==> config.mk <==
export PLATFORM = sky130hd
export DESIGN_NAME = snd_bus_seq
export DESIGN_NICKNAME = d
export VERILOG_FILES = /design/src/rtl/snd_bus_seq.sv
export SDC_FILE = /design/constraint.sdc
export NUM_CORES = 1
export LEC_CHECK = 0
export ABC_AREA = 0
export CORE_MARGIN = 5
export CORE_UTILIZATION = 37
export CTS_BUF_LIST = sky130_fd_sc_hd__clkbuf_4 sky130_fd_sc_hd__clkbuf_8
export DETAILED_ROUTE_END_ITERATION = 10
export GPL_ROUTABILITY_DRIVEN = 0
export SLEW_MARGIN = 20
export SYNTH_ARGS = -nofsm -noshare
export SYNTH_HDL_FRONTEND = slang
export SYNTH_SLANG_ARGS = --single-unit
export TNS_END_PERCENT = 1
==> constraint.sdc <==
create_clock -name clk32 -period 3.3 [get_ports clk32]
set_clock_uncertainty 0.2 [all_clocks]
set_input_delay 0.495 -clock clk32 [delete_from_list [all_inputs] [get_ports clk32]]
set_output_delay 0.495 -clock clk32 [all_outputs]
set_load 0.01 [all_outputs]
==> src/rtl/snd_bus_seq.sv <==
// Aux sound bus sequencer for YM1, YM2 and SAA1099.
// Decoded CPU port accesses arrive over a valid/ready handshake. Each one is
// replayed on the shared aux bus as a setup -> strobe -> hold cycle, timed in
// clk32 ticks. Writes can be posted into a one-deep pending slot. Reads hold
// the Z80 in wait until the chip data has been captured.
// Every chip-facing pin is driven straight from a flop, so the pins cannot
// glitch.
module snd_bus_seq #(
  parameter int T_SETUP    = 2,
  parameter int T_STROBE   = 8,
  parameter int T_STROBE_S = 10,
  parameter int T_HOLD     = 2
) (
  input  logic       clk32,
  input  logic       rst_n,
  input  logic       req_valid,
  output logic       req_ready,
  input  logic       req_rd,
  input  logic [1:0] req_sel,
  input  logic       req_a0,
  input  logic [7:0] req_d,
  output logic [7:0] rd_data,
  output logic       rd_valid,
  output logic       busy,
  output logic       wait_n,
  output logic       aa0,
  output logic [7:0] ad_out,
  output logic       ad_oe,
  input  logic [7:0] ad_in,
  output logic       n_ard,
  output logic       n_awr,
  output logic       n_ym1_cs,
  output logic       n_ym2_cs,
  output logic       n_saa_cs
);

  typedef enum logic [1:0] {IDLE, SETUP, STROBE, HOLD} state_t;

  localparam logic [3:0] LD_SETUP    = 4'(T_SETUP - 1);
  localparam logic [3:0] LD_STROBE   = 4'(T_STROBE - 1);
  localparam logic [3:0] LD_STROBE_S = 4'(T_STROBE_S - 1);
  localparam logic [3:0] LD_HOLD     = 4'(T_HOLD - 1);

  state_t     state, state_nxt;
  logic [3:0] cnt, cnt_nxt;

  // Fields of the bus cycle currently on the pins.
  logic       cur_rd, cur_rd_nxt;
  logic [1:0] cur_sel, cur_sel_nxt;
  logic       cur_a0, cur_a0_nxt;
  logic [7:0] cur_d, cur_d_nxt;

  // One-deep posted write slot.
  logic       slot_full, slot_full_nxt;
  logic [1:0] slot_sel, slot_sel_nxt;
  logic       slot_a0, slot_a0_nxt;
  logic [7:0] slot_d, slot_d_nxt;

  logic       rd_wait, rd_wait_nxt;
  logic [7:0] rd_data_nxt;
  logic       rd_valid_nxt;

  logic [2:0] cs_n_nxt;
  logic       ad_oe_nxt, n_ard_nxt, n_awr_nxt;

  logic       accept, drop, take, load_slot, load_req;

  // Reads need an idle bus and an empty slot. Writes only need a free slot.
  assign req_ready = req_rd ? ((state == IDLE) && !slot_full) : !slot_full;
  assign busy      = (state != IDLE) || slot_full;
  assign accept    = req_valid && req_ready;
  assign drop      = (req_sel == 2'd3) || ((req_sel == 2'd2) && req_rd);
  assign take      = accept && !drop;
  assign wait_n    = !((req_valid && !req_ready) || rd_wait || (accept && req_rd));
  assign aa0       = cur_a0;
  assign ad_out    = cur_d;

  // Phase sequencing, slot management, read capture and the next pin values.
  always_comb begin
    state_nxt     = state;
    cnt_nxt       = cnt;
    cur_rd_nxt    = cur_rd;
    cur_sel_nxt   = cur_sel;
    cur_a0_nxt    = cur_a0;
    cur_d_nxt     = cur_d;
    slot_full_nxt = slot_full;
    slot_sel_nxt  = slot_sel;
    slot_a0_nxt   = slot_a0;
    slot_d_nxt    = slot_d;
    rd_wait_nxt   = rd_wait;
    rd_data_nxt   = rd_data;
    rd_valid_nxt  = 1'b0;
    load_slot     = 1'b0;
    load_req      = 1'b0;
    cs_n_nxt      = 3'b111;

    case (state)
      IDLE: begin
        if (slot_full) load_slot = 1'b1;
        else if (take) load_req = 1'b1;
      end
      SETUP: begin
        if (cnt == 4'd0) begin
          state_nxt = STROBE;
          cnt_nxt   = (cur_sel == 2'd2) ? LD_STROBE_S : LD_STROBE;
        end else begin
          cnt_nxt = cnt - 4'd1;
        end
      end
      STROBE: begin
        if (cnt == 4'd0) begin
          state_nxt = HOLD;
          cnt_nxt   = LD_HOLD;
          if (cur_rd) begin
            rd_data_nxt  = ad_in;
            rd_valid_nxt = 1'b1;
            rd_wait_nxt  = 1'b0;
          end
        end else begin
          cnt_nxt = cnt - 4'd1;
        end
      end
      HOLD: begin
        if (cnt == 4'd0) begin
          if (slot_full) load_slot = 1'b1;
          else if (take) load_req = 1'b1;
          else state_nxt = IDLE;
        end else begin
          cnt_nxt = cnt - 4'd1;
        end
      end
      default: state_nxt = IDLE;
    endcase

    if (load_slot) begin
      state_nxt     = SETUP;
      cnt_nxt       = LD_SETUP;
      cur_rd_nxt    = 1'b0;
      cur_sel_nxt   = slot_sel;
      cur_a0_nxt    = slot_a0;
      cur_d_nxt     = slot_d;
      slot_full_nxt = 1'b0;
    end

    if (load_req) begin
      state_nxt   = SETUP;
      cnt_nxt     = LD_SETUP;
      cur_rd_nxt  = req_rd;
      cur_sel_nxt = req_sel;
      cur_a0_nxt  = req_a0;
      cur_d_nxt   = req_d;
      if (req_rd) rd_wait_nxt = 1'b1;
    end else if (take && !req_rd) begin
      slot_full_nxt = 1'b1;
      slot_sel_nxt  = req_sel;
      slot_a0_nxt   = req_a0;
      slot_d_nxt    = req_d;
    end

    if (accept && drop && req_rd) begin
      rd_data_nxt  = 8'hFF;
      rd_valid_nxt = 1'b1;
    end

    if (state_nxt != IDLE) begin
      case (cur_sel_nxt)
        2'd0:    cs_n_nxt = 3'b110;
        2'd1:    cs_n_nxt = 3'b101;
        2'd2:    cs_n_nxt = 3'b011;
        default: cs_n_nxt = 3'b111;
      endcase
    end
    ad_oe_nxt = (state_nxt != IDLE) && !cur_rd_nxt;
    n_awr_nxt = !((state_nxt == STROBE) && !cur_rd_nxt);
    n_ard_nxt = !((state_nxt == STROBE) && cur_rd_nxt);
  end

  // State, cycle fields, slot and the registered chip pins.
  always_ff @(posedge clk32 or negedge rst_n) begin
    if (!rst_n) begin
      state     <= IDLE;
      cnt       <= 4'd0;
      cur_rd    <= 1'b0;
      cur_sel   <= 2'd0;
      cur_a0    <= 1'b0;
      cur_d     <= 8'd0;
      slot_full <= 1'b0;
      slot_sel  <= 2'd0;
      slot_a0   <= 1'b0;
      slot_d    <= 8'd0;
      rd_wait   <= 1'b0;
      rd_data   <= 8'd0;
      rd_valid  <= 1'b0;
      n_ym1_cs  <= 1'b1;
      n_ym2_cs  <= 1'b1;
      n_saa_cs  <= 1'b1;
      ad_oe     <= 1'b0;
      n_ard     <= 1'b1;
      n_awr     <= 1'b1;
    end else begin
      state     <= state_nxt;
      cnt       <= cnt_nxt;
      cur_rd    <= cur_rd_nxt;
      cur_sel   <= cur_sel_nxt;
      cur_a0    <= cur_a0_nxt;
      cur_d     <= cur_d_nxt;
      slot_full <= slot_full_nxt;
      slot_sel  <= slot_sel_nxt;
      slot_a0   <= slot_a0_nxt;
      slot_d    <= slot_d_nxt;
      rd_wait   <= rd_wait_nxt;
      rd_data   <= rd_data_nxt;
      rd_valid  <= rd_valid_nxt;
      n_ym1_cs  <= cs_n_nxt[0];
      n_ym2_cs  <= cs_n_nxt[1];
      n_saa_cs  <= cs_n_nxt[2];
      ad_oe     <= ad_oe_nxt;
      n_ard     <= n_ard_nxt;
      n_awr     <= n_awr_nxt;
    end
  end

endmodule

Word-level counts from Yosys, hierarchy flattened. Cells that the tools add are included.

Add/subtract/negate cells: 1. Equal/unequal tests: 10. Multiplexer cells: 49. Bitwise operators: 1. Reduce and logical (&&, ||, !) cells: 37.

Operator list (number): $mux 8 (6); $mux 4 (6); $mux 1 (22); $mux 2 (9); $eq 2x2->1 const B (7); $logic_and 1x1->1 (12); $pmux 4 s3 (1); $reduce_bool 2->1 (6); $pmux 3 s3 (1); $logic_not 1->1 (8); $pmux 2 s3 (1); $reduce_bool 5->1 (1); $eq 2x1->1 const B (2); $logic_not 2->1 (2); $logic_not 4->1 (1); $logic_or 1x1->1 (4); $ne 4x4->1 const B (1); $pmux 1 s2 (2); $reduce_and 2->1 (2); $sub 4x1->4 const B (1); $mux 3 (1); $reduce_and 3->1 (1); $not 1->1 (1).

Bits in registers: 46. Logic and storage cells: 117.

Longest topological paths before layout. Gate-level depths: netlist of the first run.

Word-level depth: 14. Depth in mapped cells: 9.

Least setup slack after synthesis of the first run. OpenSTA, ideal clock, no wires.

Path kind: register to register. Start point: register cnt[0]. End point: register ad_oe. Setup time: 0.118 ns. Data arrival time: 2.000 ns. Required time: 2.982 ns. Slack: 0.982 ns. Cell stages (with the launch flop): 8. Path buffers: 0. Period minus slack after synthesis: 2.318 ns. Cells stage by stage: dfrtp_1 inv_1 ha_1 or3b_2 a2111o_1 o211ai_1 nand3_1 nor2b_1.

Cells in the longest elaborated chain, start to end: 7. Elaborated cells on any way between the ends: 16. Those cells by class: 12 x mux; 4 x reduce/logical.

Ends and longest elaborated chain: start: declaration (line 45) `logic [3:0] cnt, cnt_nxt;`; start signal: assignment (line 202) `cnt <= cnt_nxt;`; $logic_not 4->1 (*) (line 103, 111, 124); $mux 2, or another cell as far along (line 124) `if (cnt == 4'd0) begin`; $pmux 2 s3 or $pmux 1 s2 (tied branches) (line 97) `case (state)`; $mux 2 or $mux 1 (tied branches) (line 135) `if (load_slot) begin`; $mux 2 or $mux 1 (tied branches) (line 145) `if (load_req) begin`; $reduce_bool 2->1 or $logic_not 1->1 (tied branches) (line 173) `ad_oe_nxt = (state_nxt != IDLE) && !cur_rd_nxt;`; $logic_and 1x1->1 (*) (line 173); named net ad_oe_nxt (line 64) `logic ad_oe_nxt, n_ard_nxt, n_awr_nxt;`; end signal: assignment (line 217) `ad_oe <= ad_oe_nxt;`; end: declaration (line 28) `output logic ad_oe,`.

The timed path passes the listed nets; every way through them passes the cells marked *. A chain may end at the register's enable or synchronous reset.

Worst setup path in the final report of the first run.
Start point: input port req_rd. End point: output port wait_n.

Cells in the longest elaborated chain, start to end: 6. Elaborated cells on any way between the ends: 8. Those cells by class: 1 x mux; 7 x reduce/logical.

Ends and longest elaborated chain: start: declaration (line 18) `input logic req_rd,`; $mux 1 (line 69) `assign req_ready = req_rd ? ((state == IDLE) && !slot_full) : !slot_full;`; $logic_not 1->1 (line 74) `assign wait_n = !((req_valid && !req_ready) || rd_wait || (accept && req_rd));`; $logic_and 1x1->1 (line 74); $logic_or 1x1->1 (line 74); $logic_or 1x1->1 (*) (line 74); $logic_not 1->1 (*) (line 74); end: declaration (line 25) `output logic wait_n,`.

Every way passes the cells marked *; elsewhere a longest branch is shown, timed or not.

==> summary.md, run 1 <==
| Metric | Value |
|---|---|
| Synth top area share | `0.4568` |
| Distinct cells, synth | `44` |
| Cell Area, Placed | `2809 um2` |
| # hold bufs at CTS | `0` |
| R2r endpoint | `slot_sel[1]` |
| Dominant cells by area after synthesis | `dfrtp_1, nand2_1, dfstp_2` |
| Sequential area share after synthesis | `0.5153` |
| Asr flop ratio synth | `1.000` |
| Initial antenna violation count | `0` |
| H-tree depth | `2` |
| Final hold viol count | `0` |
| Clock Sinks | `46` |
| Clock slew seen by the registers of the worst setup and hold paths | `0.08 ns` |
| Clk pwr share | `0.131` |
| Clock latency at the later pin of the worst-skew pair | `0.29 ns` |
| Pin count of the biggest net entering global routing | `47` |
| DR DRC count | `0` |
| R2R cell count | `6` |
| Post-synthesis instance total | `216` |
| Final wirelength | `5.310 mm` |
| Peak fanout along the critical path | `6` |
| Drt initial violations | `between 80 and 90` |
| P per Cell Area | `931.6 nW/um2` |
| Status | `finished clean` |
| Final worst path period share | `0.8532` |
| Vias | `1,796` |
| Area Growth Syn to Fin | `29.42%` |
| Critical Path End Type | `output port` |
| Slew @ Worst Pin | `0.5834 ns` |
| Critical path class | `primary input to output port` |
| CTS Buf Count | `5` |
| NumNets Final | `around 300` |
| Synthesized area per cell | `10.40 um2` |
| Core Util, Final | `0.4909` |
| RSZ-0062 raised after global routing | `no` |
| Grt total ovfl | `0` |
| Net Sw Power | `1.034 mW` |
| Crit path launch | `req_rd` |
| First-pass GRT wire length | `8.866 mm` |
| Hold Crit Class | `primary input to async pin` |
| Wire per inst | `15.53 um` |
| Sequential share of power | `0.364` |
| Post-DRT Antenna Nets | `0` |
| TNS Setup | `0 ns` |
| Die area | `7728 um2` |
| Post-CTS setup buffer count | `0` |
| Leakage | `1.261 nW` |
| Startpoint types | `primary input` |
| Number of enable flip-flop cells after synthesis | `0` |
| PostCTS Resize Cnt | `0` |
| Worst Path Arrival | `about 2.1 ns` |
| Mapped cell area | `2246 um2` |
| Port Buffers | `49` |
| Fin area | `~2900 um2` |
| Largest area contributor in the netlist | `dfrtp_1` |
| All-Layer GR Usage | `0.1461` |
| #FFs+latches synth | `46` |
| MaxCap Viol Count | `0` |
| Reg2reg setup slack | `0.51 ns` |
| Fin crit period | `~2.8 ns` |
| N_diodes | `0` |
| Worst rel slew slack | `0.6111` |
| FF-to-FF Start | `cnt[0]` |
| Row count | `28` |
| DRT Pass-1 Iters | `4` |
| Finish-stage setup viols | `0` |
| Fraction of layout cells with a size suffix above 1 | `0.1386` |
| Post-synth net total | `246` |
| Vias in the first global route | `1,778` |
| TritonCTS clock tree | `built` |
| Via density | `5.251` |
| Root buffer cell | `clkbuf_8` |
| Clock Path Buffers | `2` |
| Cell-internal power | `1.674 mW` |
| Worst EP required | `2.60 ns` |
| Die W | `87.91 um` |
| Gate power share | `0.505` |
| Die Y | `87.91 um` |
| Initial core utilization | `0.3793` |
| Peak Freq | `0.3552 GHz` |
| Maximum VDD drop | `491.6 uV` |
| Dominant synthesized flop cell | `dfrtp_1` |
| Hpwl dp | `3.841 mm` |
| Setup crit end | `wait_n` |
| Yosys warning count | `0` |
| Slew Limit Fails | `0` |
| Core Footprint | `5921 um2` |
| Total Power | `2.708 mW` |
| Ports | `50` |
| Switch share | `0.3819` |
[state kept, by name, summed over array words and instances (netlist names), 2 cells and up]
name / count
ad_out: 8
rd_data: 8
slot_d: 8
cnt: 4
cur_sel: 2
slot_sel: 2
state: 2
[worst min-delay path by stage]
stage                     startpoint          to  cells after the start
final                          rst_n  rd_data[2]                      1
after global routing           rst_n  rd_data[2]                      1
after CTS                      rst_n     rd_wait                      1
after detailed placement   ad_out[0]   ad_out[0]                      2
after global placement     ad_out[7]   ad_out[7]                      2
after floorplan                rst_n         aa0                      0
[layer usage]
layer  vias up  part of all wire  GRT usage
met1       866              0.47     0.2150
met5         -                 0          0
met4         0            0.0087    0.03766
met2        53              0.46     0.2130
li1        869                 -          -
met3         8             0.060    0.03857
[synth_stat cells (all sizes together), types with 4 or more instances]
cell type,count
nor2b,6
nor2,6
nor3b,4
nand2,38
a21oi,8
inv,8
buf,6
mux2,11
dfrtp,41
clkbuf,5
and3,4
a32oi,11
ha,7
o21ai,5
dfstp,5
nand2b,6
nand3,13
[cell type report]
cell class | instances | area, um2
Fill cell | 573 | 3014
Sequential cell | 46 | 1157
Multi-Input combinational cell | 151 | 1005
Timing Repair Buffer | 54 | 525.5
Tap cell | 75 | 93.84
Clock buffer | 7 | 90.09
Inverter | 8 | 30.03
Clock inverter | 1 | 5.005
[power by group through the flow]
stage	registers [mW]	clock network, mW	logic, mW
2_1_floorplan	0.996	0	0.837
3_3_place_gp	0.985	0	1.35
3_5_place_dp	0.991	0	1.37
4_1_cts	0.986	0.371	1.38
5_1_grt	1.02	0.405	1.51
6_report	0.986	0.356	1.37
[critical path, stage by stage]
cell	delay, ns
clkdlybuf4s50_1	0.51
or2_2	0.34
a21oi_1	0.20
clkdlybuf4s50_1	0.57
[stage by stage]
step,cells,setup WS [ns],hold WS (ns)
finish,342,0.4845,0.007442
global route,342,0.3184,0.04256
CTS,342,0.4910,0.2185
detailed placement,334,0.4644,0.2599
global placement,334,0.5004,0.2533
floorplan,216,0.9823,-0.0005910
[placed cells by master (no fill, tap or decap), types with 5 or more instances in the layout]
cell type	count
a21oi_1	8
a32oi_1	11
buf_4	6
clkbuf_8	6
clkdlybuf4s50_1	48
dfrtp_1	41
dfstp_2	5
ha_1	7
inv_1	8
mux2_2	11
nand2_1	38
nand2b_1	6
nand3_1	13
nor2_1	6
nor2b_1	6
[cell families after synthesis]
kind of cell	Yosys count	share of synthesized area
AND/OR/NAND/NOR	90	0.2039
multiplexers	11	0.05515
buffers and inverters	19	0.03733
AO/OA/AOI/OAI	43	0.1493
flip-flops	46	0.5153
adder cells (fa/ha/maj)	7	0.03900
No activity file was read; power rests on OpenSTA's default activity.
==> inputs of run 2 (changes only) <==
--- a/config.mk
+++ b/config.mk
@@ -6,11 +6,13 @@
 export NUM_CORES = 1
 export LEC_CHECK = 0
 export ABC_AREA = 0
+export CORE_ASPECT_RATIO = 1.4
 export CORE_MARGIN = 5
 export CORE_UTILIZATION = 37
 export CTS_BUF_LIST = sky130_fd_sc_hd__clkbuf_4 sky130_fd_sc_hd__clkbuf_8
 export DETAILED_ROUTE_END_ITERATION = 10
 export GPL_ROUTABILITY_DRIVEN = 0
+export PLACE_DENSITY = 0.64
 export SLEW_MARGIN = 20
 export SYNTH_ARGS = -nofsm -noshare
 export SYNTH_HDL_FRONTEND = slang
==> summary.md, run 2 (synthesized netlist as in run 1, its figures left out) <==
| Metric | Value |
|---|---|
| Final wirelength | `5.463 mm (+2.9%)` |
| Hold Crit Class | `primary input to async pin` |
| CP Buf/Inv Count | `2 (unchanged)` |
| Row count | `33 (+18%)` |
| Family with the most delay on the worst path | `buffers and inverters` |
| Crit path launch | `req_rd` |
| CP Cell Sequence | `clkdlybuf4s50_1 -> or2_2 -> a21oi_1 -> clkdlybuf4s50_1` |
| Vias | `1,820 (+1.3%)` |
| All-Layer GR Usage | `0.1525 (+0.006427)` |
| Peak fanout along the critical path | `6 (unchanged)` |
| Slew Limit Fails | `0 (unchanged)` |
| NumNets Final | `296 (unchanged)` |
| Initial antenna violation count | `0 (unchanged)` |
| Slowest CP cell | `clkdlybuf4s50_1` |
| TNS Setup | `0 ns (unchanged)` |
| Most frequent CP cell | `clkdlybuf4s50_1` |
| Grt total ovfl | `0 (unchanged)` |
| Critical Path End Type | `output port` |
| Worst Path Arrival | `2.06 ns (-0.06 ns)` |
| Fraction of layout cells with a size suffix above 1 | `0.1386 (unchanged)` |
| # hold bufs at CTS | `0 (unchanged)` |
| Core Footprint | `5904 um2 (-0.27%)` |
| P per Cell Area | `953.3 nW/um2 (+2.3%)` |
| Startpoint types | `primary input` |
| Final worst path period share | `0.8335 (-0.01966)` |
| PostCTS Resize Cnt | `0 (unchanged)` |
| Clock slew seen by the registers of the worst setup and hold paths | `0.09 ns (about the same)` |
| Port Buffers | `49 (unchanged)` |
| Worst EP required | `2.60 ns (about the same)` |
| Layout Cells excl Fill | `337 (-1.5%)` |
| Peak Freq | `0.3636 GHz (+2.4%)` |
| Final hold viol count | `13 (+13)` |
| H-tree depth | `2 (unchanged)` |
| Slew @ Worst Pin | `0.5793 ns (-0.004030 ns)` |
| Drt initial violations | `61 (-31%)` |
| Most common cell after layout, fill and taps aside | `clkdlybuf4s50_1` |
| Area Growth Syn to Fin | `30.25%` |
| Hpwl dp | `3.908 mm (+1.7%)` |
| Post-CTS setup buffer count | `0 (unchanged)` |
| Root buffer cell | `clkbuf_8` |
| Ports | `50 (unchanged)` |
| DR DRC count | `0 (unchanged)` |
| Die W | `75.85 um (-14%)` |
| Worst rel slew slack | `0.6138 (+0.002687)` |
| Vias in the first global route | `1,934 (+8.8%)` |
| Clock Sinks | `46 (unchanged)` |
| DRT Pass-1 Iters | `4 (unchanged)` |
| CTS Buf Count | `5 (unchanged)` |
| Initial core utilization | `0.3804 (+0.001045)` |
| Clock latency at the later pin of the worst-skew pair | `0.30 ns (about the same)` |
| N_diodes | `0 (unchanged)` |
| Critical path class | `primary input to output port` |
| RSZ-0062 raised after global routing | `no` |
| Status | `finished, violations left` |
| Pin count of the biggest net entering global routing | `47 (unchanged)` |
| Die area | `7750 um2 (+0.29%)` |
| Fin crit period | `2.751 ns (-0.06487 ns)` |
| Post-DRT Antenna Nets | `0 (unchanged)` |
| Slowest stage delay, CP | `0.56 ns (about the same)` |
| Via density | `5.401 (+2.8%)` |
| Finish-stage setup viols | `0 (unchanged)` |
| MaxCap Viol Count | `0 (unchanged)` |
| First-pass GRT wire length | `9.087 mm (+2.5%)` |
| Wire per inst | `16.21 um (+4.4%)` |
| Commonest non-fill, non-tap cells in the layout | `clkdlybuf4s50_1, dfrtp_1, nand2_1` |
| Dpl cells | `329 (-1.5%)` |
| Maximum VDD drop | `334.1 uV (-32%)` |
| Leakage | `1.271 nW (+0.81%)` |
| Core Util, Final | `0.4954 (+0.004531)` |
| FF-to-FF Start | `cnt[0]` |
| Clock Path Buffers | `2 (unchanged)` |
| TritonCTS clock tree | `built` |
| Failing checks | `hold timing` |
| Die Y | `102.2 um (+16%)` |
| WHS | `-0.02204 ns (-0.02949 ns)` |
[run 2: worst reg2reg max path: cells and delay by family, from the launching register on]
kind | cells | cell delay, ns
muxes | 1 | 0.39
and+or+nand+nor | 2 | 1.00
adders and majority gates | 1 | 0.22
DFF | 1 | 0.42
buffers and inverters | 1 | 0.10
AOI/OAI and AO/OA | 1 | 0.21
[run 2: worst paths after layout]
kind,endpoint,slack [ns],depth (start not counted)
max,wait_n,0.55,4
min,ad_out[2],-0.02,1
max reg2reg,slot_d[7],0.64,6
min reg2reg,ad_out[7],0.28,2
max in group asynchronous,state[1],2.51,1
min in group clk32,ad_out[7],0.28,2
[run 2: routing by layer]
| metal | GRT usage | vias up | routed length, um |
|---|---|---|---|
| met4 | 0.07537 | 0 | 146 |
| met1 | 0.1732 | 900 | 2201 |
| li1 | - | 869 | - |
| met2 | 0.2704 | 39 | 2938 |
| met5 | 0 | - | 0 |
| met3 | 0.02165 | 12 | 177 |
[run 2: cell type report]
cell class	instances	area, um2
clock inverter	1	30.03
tap	70	87.58
multi-input combinational	151	1005
timing repair buffer	54	525.5
fill	592	2979
clock buffer	7	90.09
sequential	46	1157
inverter	8	30.03
[run 2: metrics by stage]
step | worst slack, ns | power [mW] | hold slack (ns) | area (um2)
finish | 0.5493 | 2.789 | -0.02204 | 2925
global route | 0.4978 | 2.993 | 0.03153 | 2925
CTS | 0.5475 | 2.811 | 0.2048 | 2923
detailed placement | 0.4151 | 2.360 | 0.2582 | 2803
global placement | 0.4862 | 2.329 | 0.2536 | 2803
floorplan | 0.9823 | 1.834 | -0.0005910 | 2246
[run 2: report_power, final]
part           switching [mW]  internal, mW  total, mW
sequential              0.155         0.816      0.972
combinational           0.695         0.680       1.38
clock                   0.186         0.255      0.442
total                    1.04          1.75       2.79
